<file path="src/rtl/run_mon_pkg.sv">
// Shared types and helpers for the simulation run monitor.
//   run_state_t : run-controller state encoding.
//   popcount()  : number of set bits in a lane mask of up to POP_MAX_LANES lanes.
package run_mon_pkg;

    typedef enum logic [1:0] {
        RESET_HOLD = 2'd0,
        RUN        = 2'd1,
        DONE       = 2'd2,
        TIMEOUT    = 2'd3
    } run_state_t;

    // Widest commit-lane mask the popcount helper accepts; callers zero-extend.
    localparam int POP_MAX_LANES = 32;
    localparam int POP_W         = $clog2(POP_MAX_LANES + 1);

    function automatic logic [POP_W-1:0] popcount(input logic [POP_MAX_LANES-1:0] v);
        logic [POP_W-1:0] c;
        c = '0;
        for (int i = 0; i < POP_MAX_LANES; i++) begin
            c = c + POP_W'(v[i]);
        end
        return c;
    endfunction

endpackage

</file>
<file path="src/rtl/commit_lane_reduce.sv">
// Combinational reduction of the per-lane commit bus for one cycle.
// Ports:
//   commit_valid_i : per-lane retire valid (lane 0 oldest)
//   commit_halt_i  : per-lane halt marker
//   commit_pc_i    : per-lane PC, lane i at [i*PC_W +: PC_W]
//   halt_found_o   : some valid lane carries a halt marker
//   halt_pc_o      : PC of the oldest such lane
//   retire_cnt_o   : valid lanes up to and including the halt lane (all valid lanes if none)
//   any_valid_o    : at least one lane valid
//   young_pc_o     : PC of the youngest valid lane
module commit_lane_reduce
    import run_mon_pkg::*;
#(
    parameter int LANES = 2,
    parameter int PC_W  = 32
) (
    input  logic [LANES-1:0]      commit_valid_i,
    input  logic [LANES-1:0]      commit_halt_i,
    input  logic [LANES*PC_W-1:0] commit_pc_i,
    output logic                  halt_found_o,
    output logic [PC_W-1:0]       halt_pc_o,
    output logic [POP_W-1:0]      retire_cnt_o,
    output logic                  any_valid_o,
    output logic [PC_W-1:0]       young_pc_o
);

    logic [LANES-1:0] keep;
    logic             seen;

    always_comb begin
        halt_found_o = 1'b0;
        halt_pc_o    = '0;
        any_valid_o  = 1'b0;
        young_pc_o   = '0;
        keep         = '0;
        seen         = 1'b0;
        // Walk oldest to youngest: lanes after the first halt are squashed.
        for (int i = 0; i < LANES; i++) begin
            if (!seen) begin
                keep[i] = commit_valid_i[i];
            end
            if (commit_valid_i[i]) begin
                any_valid_o = 1'b1;
                young_pc_o  = commit_pc_i[i*PC_W +: PC_W];
            end
            if (!seen && commit_valid_i[i] && commit_halt_i[i]) begin
                seen         = 1'b1;
                halt_found_o = 1'b1;
                halt_pc_o    = commit_pc_i[i*PC_W +: PC_W];
            end
        end
    end

    assign retire_cnt_o = popcount(POP_MAX_LANES'(keep));

endmodule

</file>
<file path="src/rtl/sim_run_monitor.sv">
// Run controller beside the core: sequences core reset, counts RUN cycles and
// retired instructions, detects completion (halt commit or PC self-loop) and
// enforces a cycle budget.
// Ports:
//   clk, rst (async, active-high), start (restart from DONE/TIMEOUT)
//   commit_valid/commit_pc/commit_halt : per-lane commit bus from the core
//   core_rst_n : active-low core reset, low only in RESET_HOLD
//   running/done/timeout : state decodes
//   cycle_cnt, instret_cnt : RUN cycles and retired instructions
//   halt_pc : PC at which completion was detected
module sim_run_monitor
    import run_mon_pkg::*;
#(
    parameter int LANES       = 2,
    parameter int PC_W        = 32,
    parameter int CNT_W       = 32,
    parameter int RST_CYCLES  = 4,
    parameter int MAX_CYCLES  = 1500,
    parameter int LOOP_THRESH = 8
) (
    input  logic                  clk,
    input  logic                  rst,
    input  logic                  start,
    input  logic [LANES-1:0]      commit_valid,
    input  logic [LANES*PC_W-1:0] commit_pc,
    input  logic [LANES-1:0]      commit_halt,
    output logic                  core_rst_n,
    output logic                  running,
    output logic                  done,
    output logic                  timeout,
    output logic [CNT_W-1:0]      cycle_cnt,
    output logic [CNT_W-1:0]      instret_cnt,
    output logic [PC_W-1:0]       halt_pc
);

    localparam int HOLD_W = (RST_CYCLES > 1) ? $clog2(RST_CYCLES) : 1;
    localparam int LOOP_W = $clog2(LOOP_THRESH + 1);

    localparam logic [HOLD_W-1:0] HOLD_LAST = HOLD_W'(RST_CYCLES - 1);
    localparam logic [CNT_W-1:0]  CYC_LAST  = CNT_W'(MAX_CYCLES - 1);
    localparam logic [LOOP_W-1:0] LOOP_MAX  = LOOP_W'(LOOP_THRESH);

    run_state_t        state_q, state_d;
    logic [HOLD_W-1:0] hold_q, hold_d;
    logic [CNT_W-1:0]  cycle_q, cycle_d;
    logic [CNT_W-1:0]  instret_q, instret_d;
    logic [PC_W-1:0]   halt_pc_q, halt_pc_d;
    logic [PC_W-1:0]   last_pc_q, last_pc_d;
    logic [LOOP_W-1:0] loop_q, loop_d;
    logic              loop_hit;

    logic              red_halt_found;
    logic [PC_W-1:0]   red_halt_pc;
    logic [POP_W-1:0]  red_retire_cnt;
    logic              red_any_valid;
    logic [PC_W-1:0]   red_young_pc;

    commit_lane_reduce #(
        .LANES (LANES),
        .PC_W  (PC_W)
    ) u_reduce (
        .commit_valid_i (commit_valid),
        .commit_halt_i  (commit_halt),
        .commit_pc_i    (commit_pc),
        .halt_found_o   (red_halt_found),
        .halt_pc_o      (red_halt_pc),
        .retire_cnt_o   (red_retire_cnt),
        .any_valid_o    (red_any_valid),
        .young_pc_o     (red_young_pc)
    );

    always_ff @(posedge clk or posedge rst) begin
        if (rst) begin
            state_q   <= RESET_HOLD;
            hold_q    <= '0;
            cycle_q   <= '0;
            instret_q <= '0;
            halt_pc_q <= '0;
            last_pc_q <= '0;
            loop_q    <= '0;
        end else begin
            state_q   <= state_d;
            hold_q    <= hold_d;
            cycle_q   <= cycle_d;
            instret_q <= instret_d;
            halt_pc_q <= halt_pc_d;
            last_pc_q <= last_pc_d;
            loop_q    <= loop_d;
        end
    end

    always_comb begin
        state_d   = state_q;
        hold_d    = hold_q;
        cycle_d   = cycle_q;
        instret_d = instret_q;
        halt_pc_d = halt_pc_q;
        last_pc_d = last_pc_q;
        loop_d    = loop_q;
        loop_hit  = 1'b0;

        case (state_q)
            RESET_HOLD: begin
                cycle_d   = '0;
                instret_d = '0;
                halt_pc_d = '0;
                loop_d    = '0;
                if (hold_q == HOLD_LAST) begin
                    hold_d  = '0;
                    state_d = RUN;
                end else begin
                    hold_d = hold_q + HOLD_W'(1);
                end
            end

            RUN: begin
                cycle_d   = cycle_q + CNT_W'(1);
                instret_d = instret_q + CNT_W'(red_retire_cnt);
                // Idle cycles leave the loop detector untouched.
                if (red_any_valid) begin
                    last_pc_d = red_young_pc;
                    if (red_young_pc == last_pc_q) begin
                        loop_d = (loop_q == LOOP_MAX) ? loop_q : loop_q + LOOP_W'(1);
                    end else begin
                        loop_d = '0;
                    end
                    loop_hit = (loop_d == LOOP_MAX);
                end
                // Completion outranks the budget check in the same cycle.
                if (red_halt_found) begin
                    halt_pc_d = red_halt_pc;
                    state_d   = DONE;
                end else if (loop_hit) begin
                    halt_pc_d = red_young_pc;
                    state_d   = DONE;
                end else if (cycle_q == CYC_LAST) begin
                    state_d = TIMEOUT;
                end
            end

            DONE, TIMEOUT: begin
                if (start) begin
                    state_d   = RESET_HOLD;
                    hold_d    = '0;
                    cycle_d   = '0;
                    instret_d = '0;
                    halt_pc_d = '0;
                    loop_d    = '0;
                end
            end

            default: begin
                state_d = RESET_HOLD;
                hold_d  = '0;
            end
        endcase
    end

    assign core_rst_n  = (state_q != RESET_HOLD);
    assign running     = (state_q == RUN);
    assign done        = (state_q == DONE);
    assign timeout     = (state_q == TIMEOUT);
    assign cycle_cnt   = cycle_q;
    assign instret_cnt = instret_q;
    assign halt_pc     = halt_pc_q;

endmodule
</file>
<file path="config.mk">
export PLATFORM = sky130hd
export DESIGN_NAME = sim_run_monitor
export DESIGN_NICKNAME = d
export VERILOG_FILES = /design/src/rtl/run_mon_pkg.sv /design/src/rtl/commit_lane_reduce.sv /design/src/rtl/sim_run_monitor.sv
export SDC_FILE = /design/constraint.sdc
export NUM_CORES = 1
export LEC_CHECK = 0
export CAP_MARGIN = 5
export CELL_PAD_IN_SITES_DETAIL_PLACEMENT = 1
export CELL_PAD_IN_SITES_GLOBAL_PLACEMENT = 1
export CORE_UTILIZATION = 44
export DETAILED_ROUTE_END_ITERATION = 10
export DONT_BUFFER_PORTS = 1
export PLACE_DENSITY = 0.73
export SLEW_MARGIN = 20
export SYNTH_ARGS = -nofsm -noshare
export SYNTH_HDL_FRONTEND = slang
export SYNTH_HIERARCHICAL = 1
export SYNTH_SLANG_ARGS = --single-unit
</file>
<file path="constraint.sdc">
create_clock -name clk -period 3.74 [get_ports clk]
set_input_delay 0 -clock clk [delete_from_list [all_inputs] [get_ports clk]]
set_output_delay 0 -clock clk [all_outputs]
set_load 0.05 [all_outputs]
</file>
### Word level (Yosys, flattened, before mapping)

Index checks and enable logic that the tools add are counted.

* muxes and demuxes: 32
* equal/unequal tests: 13
* reductions and logical operators: 13
* add/sub/neg operators: 5

Operators with widths (number)
* 32-bit case mux with 3 select lines: 3
* 32-bit 2-to-1 mux: 7
* 32-bit by 1-bit adder with 32-bit output, second input constant: 1
* 32-bit by 6-bit adder with 32-bit output: 1
* 32-bit by 11-bit equality test with 1-bit output, second input constant: 1
* 32-bit equality test: 1
* 4-bit 2-to-1 mux: 6
* 2-bit 2-to-1 mux: 6
* 4-bit case mux with 3 select lines: 1
* 4-bit equality test, second input constant: 2
* 2-bit AND reduction: 4
* 1-bit 2-to-1 mux: 7
* 2-bit equality test, second input constant: 3
* 2-bit case mux with 3 select lines: 1
* 4-bit by 1-bit adder with 4-bit output, second input constant: 1
* 2-bit != test, second input constant: 2
* 4-bit by 1-bit != test with 1-bit output, second input constant: 1
* 2-bit case mux with 2 select lines: 1
* 2-bit nonzero test: 2
* 1-bit logical AND: 3
* 3-bit by 1-bit != test with 1-bit output, second input constant: 1
* 3-bit AND reduction: 1
* 1-bit by 1-bit adder with 2-bit output: 1
* 2-bit by 1-bit adder with 2-bit output, second input constant: 1
* other kinds (5): 5

* output and inout bits: 100
* input bits: 71
* register bits after elaboration: 136
* logic and storage cells: 70

### Depth between registers and ports, before layout

* depth in word-level cells: 12
* mapped depth: 15

### Modules after synthesis

Netlist, hierarchy kept.

Modules (own cells, without submodules)
* sim_run_monitor: area an instance 7450.9 µm², instances 1, cells an instance 736, seq. area each 3403.3 µm²
* commit_lane_reduce: area an instance 1107.3 µm², instances 1, cells an instance 168, seq. area each 0.0 µm²

### Worst setup path after synthesis

Ideal clock, no wire load.

* kind: input-to-reg
* start: input port commit_valid[1]
* end: register instret_q[24], in the netlist instret_cnt[24]
* data arrival time: 2738 ps
* path buffers: 4
* stages on the path: 15
* setup slack: 855 ps
* cell sequence: buf_2 buf_2 buf_6 nor2b_1 ha_1 ha_1 inv_1 fa_1 nor2b_1 o21ai_0 a21boi_0 o31ai_1 clkbuf_1 o311ai_0 o31ai_1

* cells in the longest elaborated chain, start to end: 4

RTL lines
* from (decl): line sim_run_monitor.sv:24 `input logic [LANES-1:0] commit_valid,`
* 1-bit 2-to-1 mux: line commit_lane_reduce.sv:39 `if (!seen) begin`
* 1-bit by 1-bit adder with 2-bit output: line run_mon_pkg.sv:21 `c = c + POP_W'(v[i]);`
* named net red_retire_cnt[0]: line sim_run_monitor.sv:54 `logic [POP_W-1:0] red_retire_cnt;`
* 32-bit by 6-bit adder with 32-bit output: line sim_run_monitor.sv:118 `instret_d = instret_q + CNT_W'(red_retire_cnt);`
* 32-bit case mux with 3 select lines: line sim_run_monitor.sv:102 `case (state_q)`
* to (signal assigned): line sim_run_monitor.sv:85 `instret_q <= instret_d;`
* to (decl): line sim_run_monitor.sv:46 `logic [CNT_W-1:0] instret_q, instret_d;`

The timed path passes the listed nets, and every way through them passes these cells.
A chain may end at the register's enable or synchronous reset.

### Final worst setup path

* start: input port commit_valid[1]
* end: register halt_pc_q[29], in the netlist halt_pc[29]

* cells in the longest elaborated chain, start to end: 10

RTL lines
* 32-bit 2-to-1 mux: line commit_lane_reduce.sv:42 `if (commit_valid_i[i]) begin`
* named net red_young_pc[4]: line sim_run_monitor.sv:56 `logic [PC_W-1:0] red_young_pc;`
* 32-bit equality test: line sim_run_monitor.sv:122 `if (red_young_pc == last_pc_q) begin`
* 4-bit 2-to-1 mux: line sim_run_monitor.sv:122
* 4-bit 2-to-1 mux: line sim_run_monitor.sv:120 `if (red_any_valid) begin`
* 4-bit 2-to-1 mux: line sim_run_monitor.sv:102
* 4-bit equality test: line sim_run_monitor.sv:127 `loop_hit = (loop_d == LOOP_MAX);`
* 1-bit 2-to-1 mux: line sim_run_monitor.sv:120
* 1-bit 2-to-1 mux: line sim_run_monitor.sv:102
* 3-bit by 1-bit != test with 1-bit output (no source line)
* 2-bit AND reduction (no source line)
* to (signal assigned): line sim_run_monitor.sv:86 `halt_pc_q <= halt_pc_d;`
* to (decl): line sim_run_monitor.sv:47 `logic [PC_W-1:0] halt_pc_q, halt_pc_d;`

The timed path passes the listed nets, and every way through them passes these cells. The select of a mux whose other input is x is not followed.

==> results.txt <==
----------------------------------------------------
[Floorplan]
  Cell row count ... 50
  Chip height ... 141 µm
  Effective utilization at floorplan ... 0.453
  Placeable Area ... 18900 µm²
  Total Die Area ... 20000 µm²
  Top-Level Pins ... 171
  X dimension of the die ... 141 µm

[Cells and area]
  Highest-count cells in the layout ignoring fill and taps ... sky130_fd_sc_hd__dfrtp_1, sky130_fd_sc_hd__nand3_1, sky130_fd_sc_hd__o21ai_0
  Final Non-Filler Cells ... 1214
  Layout filler cell count ... 2139
  Diodes inserted ... 0
  Number of nets in the layout ... 1026
  Share of post-route cells with drive strength above 1 ... 0.132
  Final instance area ... 9970 µm²
  Most common cell after layout, fill and taps aside ... sky130_fd_sc_hd__dfrtp_1
  Layout overhead on the synthesized area ... 16.4%

[STA]
  Final hold slack ... 0.0238 ns
  Hold Fails Final Rpt ... 0
  Final setup skew ... 0.0143 ns
  Number of failing setup endpoints in the final timing report ... 0
  Slew at the pin closest to its max-slew limit ... 1.10 ns
  Shortest clock period the worst path allows after layout ... 3.27 ns
  Max Clk Rate ... 0.306 GHz
  Worst relative slew slack ... 0.267
  Period Utilization, post-route ... 0.873
  Max-slew violations ... 0
  Unrepaired setup endpoints after global routing ... no
  Sum Neg Setup Slack ... 0 ns

[Worst setup path]
  Endpoint required time on the critical path ... 4.04 ns
  Worst setup path class ... input port to flop
  Startpoint class of the critical path ... input port
  Maximum fanout encountered on the critical timing path ... 60
  Arrival time at the worst endpoint ... 3.56 ns
  Setup crit end kind ... flop

[Clock tree]
  Number of resized instances in the post-cts repair step ... 0
  Largest buffer count on any clock path ... 2
  Number of buffers created by CTS ... 17
  CTS tree ... done
  Clock transition at the registers of the reported paths ... 0.06 ns
  Count of buffers added by post-CTS timing repair for setup ... 0
  Clock root buffer master ... sky130_fd_sc_hd__clkbuf_16
  Hold-fix buffers, CTS ... 69
  Number of levels in the clock H-tree ... 4
  Insertion delay of the later-clocked pin in the worst-skew pair ... 0.43 ns
  Sinks on Clock Net ... 136

[Global route]
  GR met1 Demand/Resource ... 0.384
  Busiest grt layer ... met2
  Initial antenna violation count ... 0
  Total routing resource utilization after global routing ... 0.299
  Maximum number of pins on one net before global-route repair ... 76
  Congestion Overflow GR ... 0
  Global routing met2 resource utilization ... 0.489
  Global-route wire length before repair ... 46300 µm
  Via count of the first global-routing pass ... 8212
  M3 GR Usage ... 0.0712

[Yosys]
  Post-Synthesis Cell Area ... 8560 µm²
  Synthesized instance count ... 904
  FFs w/ async S/R, synth ... 1.00
  Dominant register cell in the synthesized netlist ... sky130_fd_sc_hd__dfrtp_1
  Cell variety after synth ... 68
  Number of warning messages in the yosys log ... 6
  Mean instance size in the synthesized netlist ... 9.47 µm²
  Number of enable flip-flop cells after synthesis ... 0
  Share of synthesized area occupied by flip-flops and latches ... 0.398
  Post-synthesis register bit count ... 136

[Status]
  Outcome ... finished, final reports clean

[Drt]
  Count of TritonRoute iterations in the first routing pass ... 5
  Initial DRC Count ... 456
  Via density per instance ... 6.39
  Routed Wire Length ... 29200 µm
  Detailed-route DRC error count ... 0
  Detailed-route wire length per cell ... 24.0 µm
  Via total after detailed routing ... 7752
  Number of nets with antenna violations after detailed routing ... 0

[Placed design]
  Placed wire-length estimate ... 17200 µm
  Total instance count after detailed placement ... 1114
  Port-buffer cells ... 0
  Area after DPL ... 8630 µm²
  Routability cong. ... 0.853

[Power and ir drop]
  Peak supply drop ... 0.347 mV
  Post-layout power ... 5.78 mW
  Total leakage power ... 4.39 nW
  Power density over the cells ... 580 nW/µm²

[Flow run]
  # Max-Cap Violations ... 0

[Worst hold path]
  Class of the tightest hold or removal check ... input port to flop

----------------------------------------------------
synth_stat cells, drive strengths merged (20+ instances only):
library cell,instances,area [µm²]
a22o,33,289
a31oi,20,125
buf,32,256
clkbuf,41,175
dfrtp,136,3400
mux2,64,721
mux2i,34,340
nand2,61,231
nand3,98,490
nor2,45,169
o21ai,107,618
xor2,34,298
kinds of logic after synthesis:
group / count (synthesis) / synth area share
AOI/OAI and AO/OA: 235 / 0.185
xor gates and xnor gates: 36 / 0.0368
muxes: 98 / 0.124
and+or+nand+nor: 296 / 0.180
other: 1 / 0.000438
buffers and inverters: 90 / 0.0579
DFF: 136 / 0.398
adders and majority gates: 12 / 0.0184
flip-flops by register name, summed over array words and instances, names as in the netlist:
name	count
last_pc_q	32
instret_cnt	32
cycle_cnt	32
hold_q	2
loop_q	4
halt_pc	32
state_q	2
metal layers:
metal  vias up  share of wire  wire (µm)
li1       3421              -          -
met3        68          0.059       1720
met1      4013           0.42      12200
met2       250           0.49      14400
met5         -              0          0
met4         0          0.029        845
power by group:
part           internal [mW]  switching [mW]  leakage [nW]
combinational          0.669            1.01          2.25
sequential              1.73           0.561          1.85
clock                   1.16           0.653         0.298
total                   3.56            2.22          4.39
worst max-delay path, cell delays in order:
cell and delay, ns:
sky130_fd_sc_hd__dlygate4sd3_1 0.98, sky130_fd_sc_hd__a22o_1 0.36, sky130_fd_sc_hd__xor2_1 0.10, sky130_fd_sc_hd__nor4_1 0.43, sky130_fd_sc_hd__nand4_1 0.25, sky130_fd_sc_hd__o31ai_1 0.40
sky130_fd_sc_hd__and2_2 0.22, sky130_fd_sc_hd__buf_4 0.43, sky130_fd_sc_hd__mux2_2 0.39
metrics by stage:
step / util / worst slack, ns
floorplan: - / 0.101
global placement: 0.457 / 0.629
detailed placement: 0.457 / 0.543
CTS: 0.526 / 0.547
global route: 0.527 / 0.353
finish: 0.527 / 0.474
worst paths after layout:
kind	from	slack [ns]	endpoint	depth (start not counted)
worst max-delay path	commit_valid[1]	0.47	halt_pc[29]	9
worst min-delay path	commit_pc[7]	0.02	halt_pc[7]	5
worst max register to register	instret_cnt[0]	0.57	instret_cnt[22]	10
worst min register to register	hold_q[0]	0.51	hold_q[0]	1
max in group asynchronous	rst	2.56	instret_cnt[6]	3
min in group asynchronous	rst	0.19	halt_pc[28]	2
layout make-up:
type	instances	area, µm²	share of cell area
Clock buffer	22	474	0.0476
Timing Repair Buffer	90	868	0.0871
Inverter	17	68.8	0.00691
Tap cell	260	325	0.0326
Multi-Input combinational cell	681	4680	0.470
Clock inverter	8	145	0.0146
Sequential cell	136	3400	0.341
Note: power is estimated with default switching activity, not from simulation.
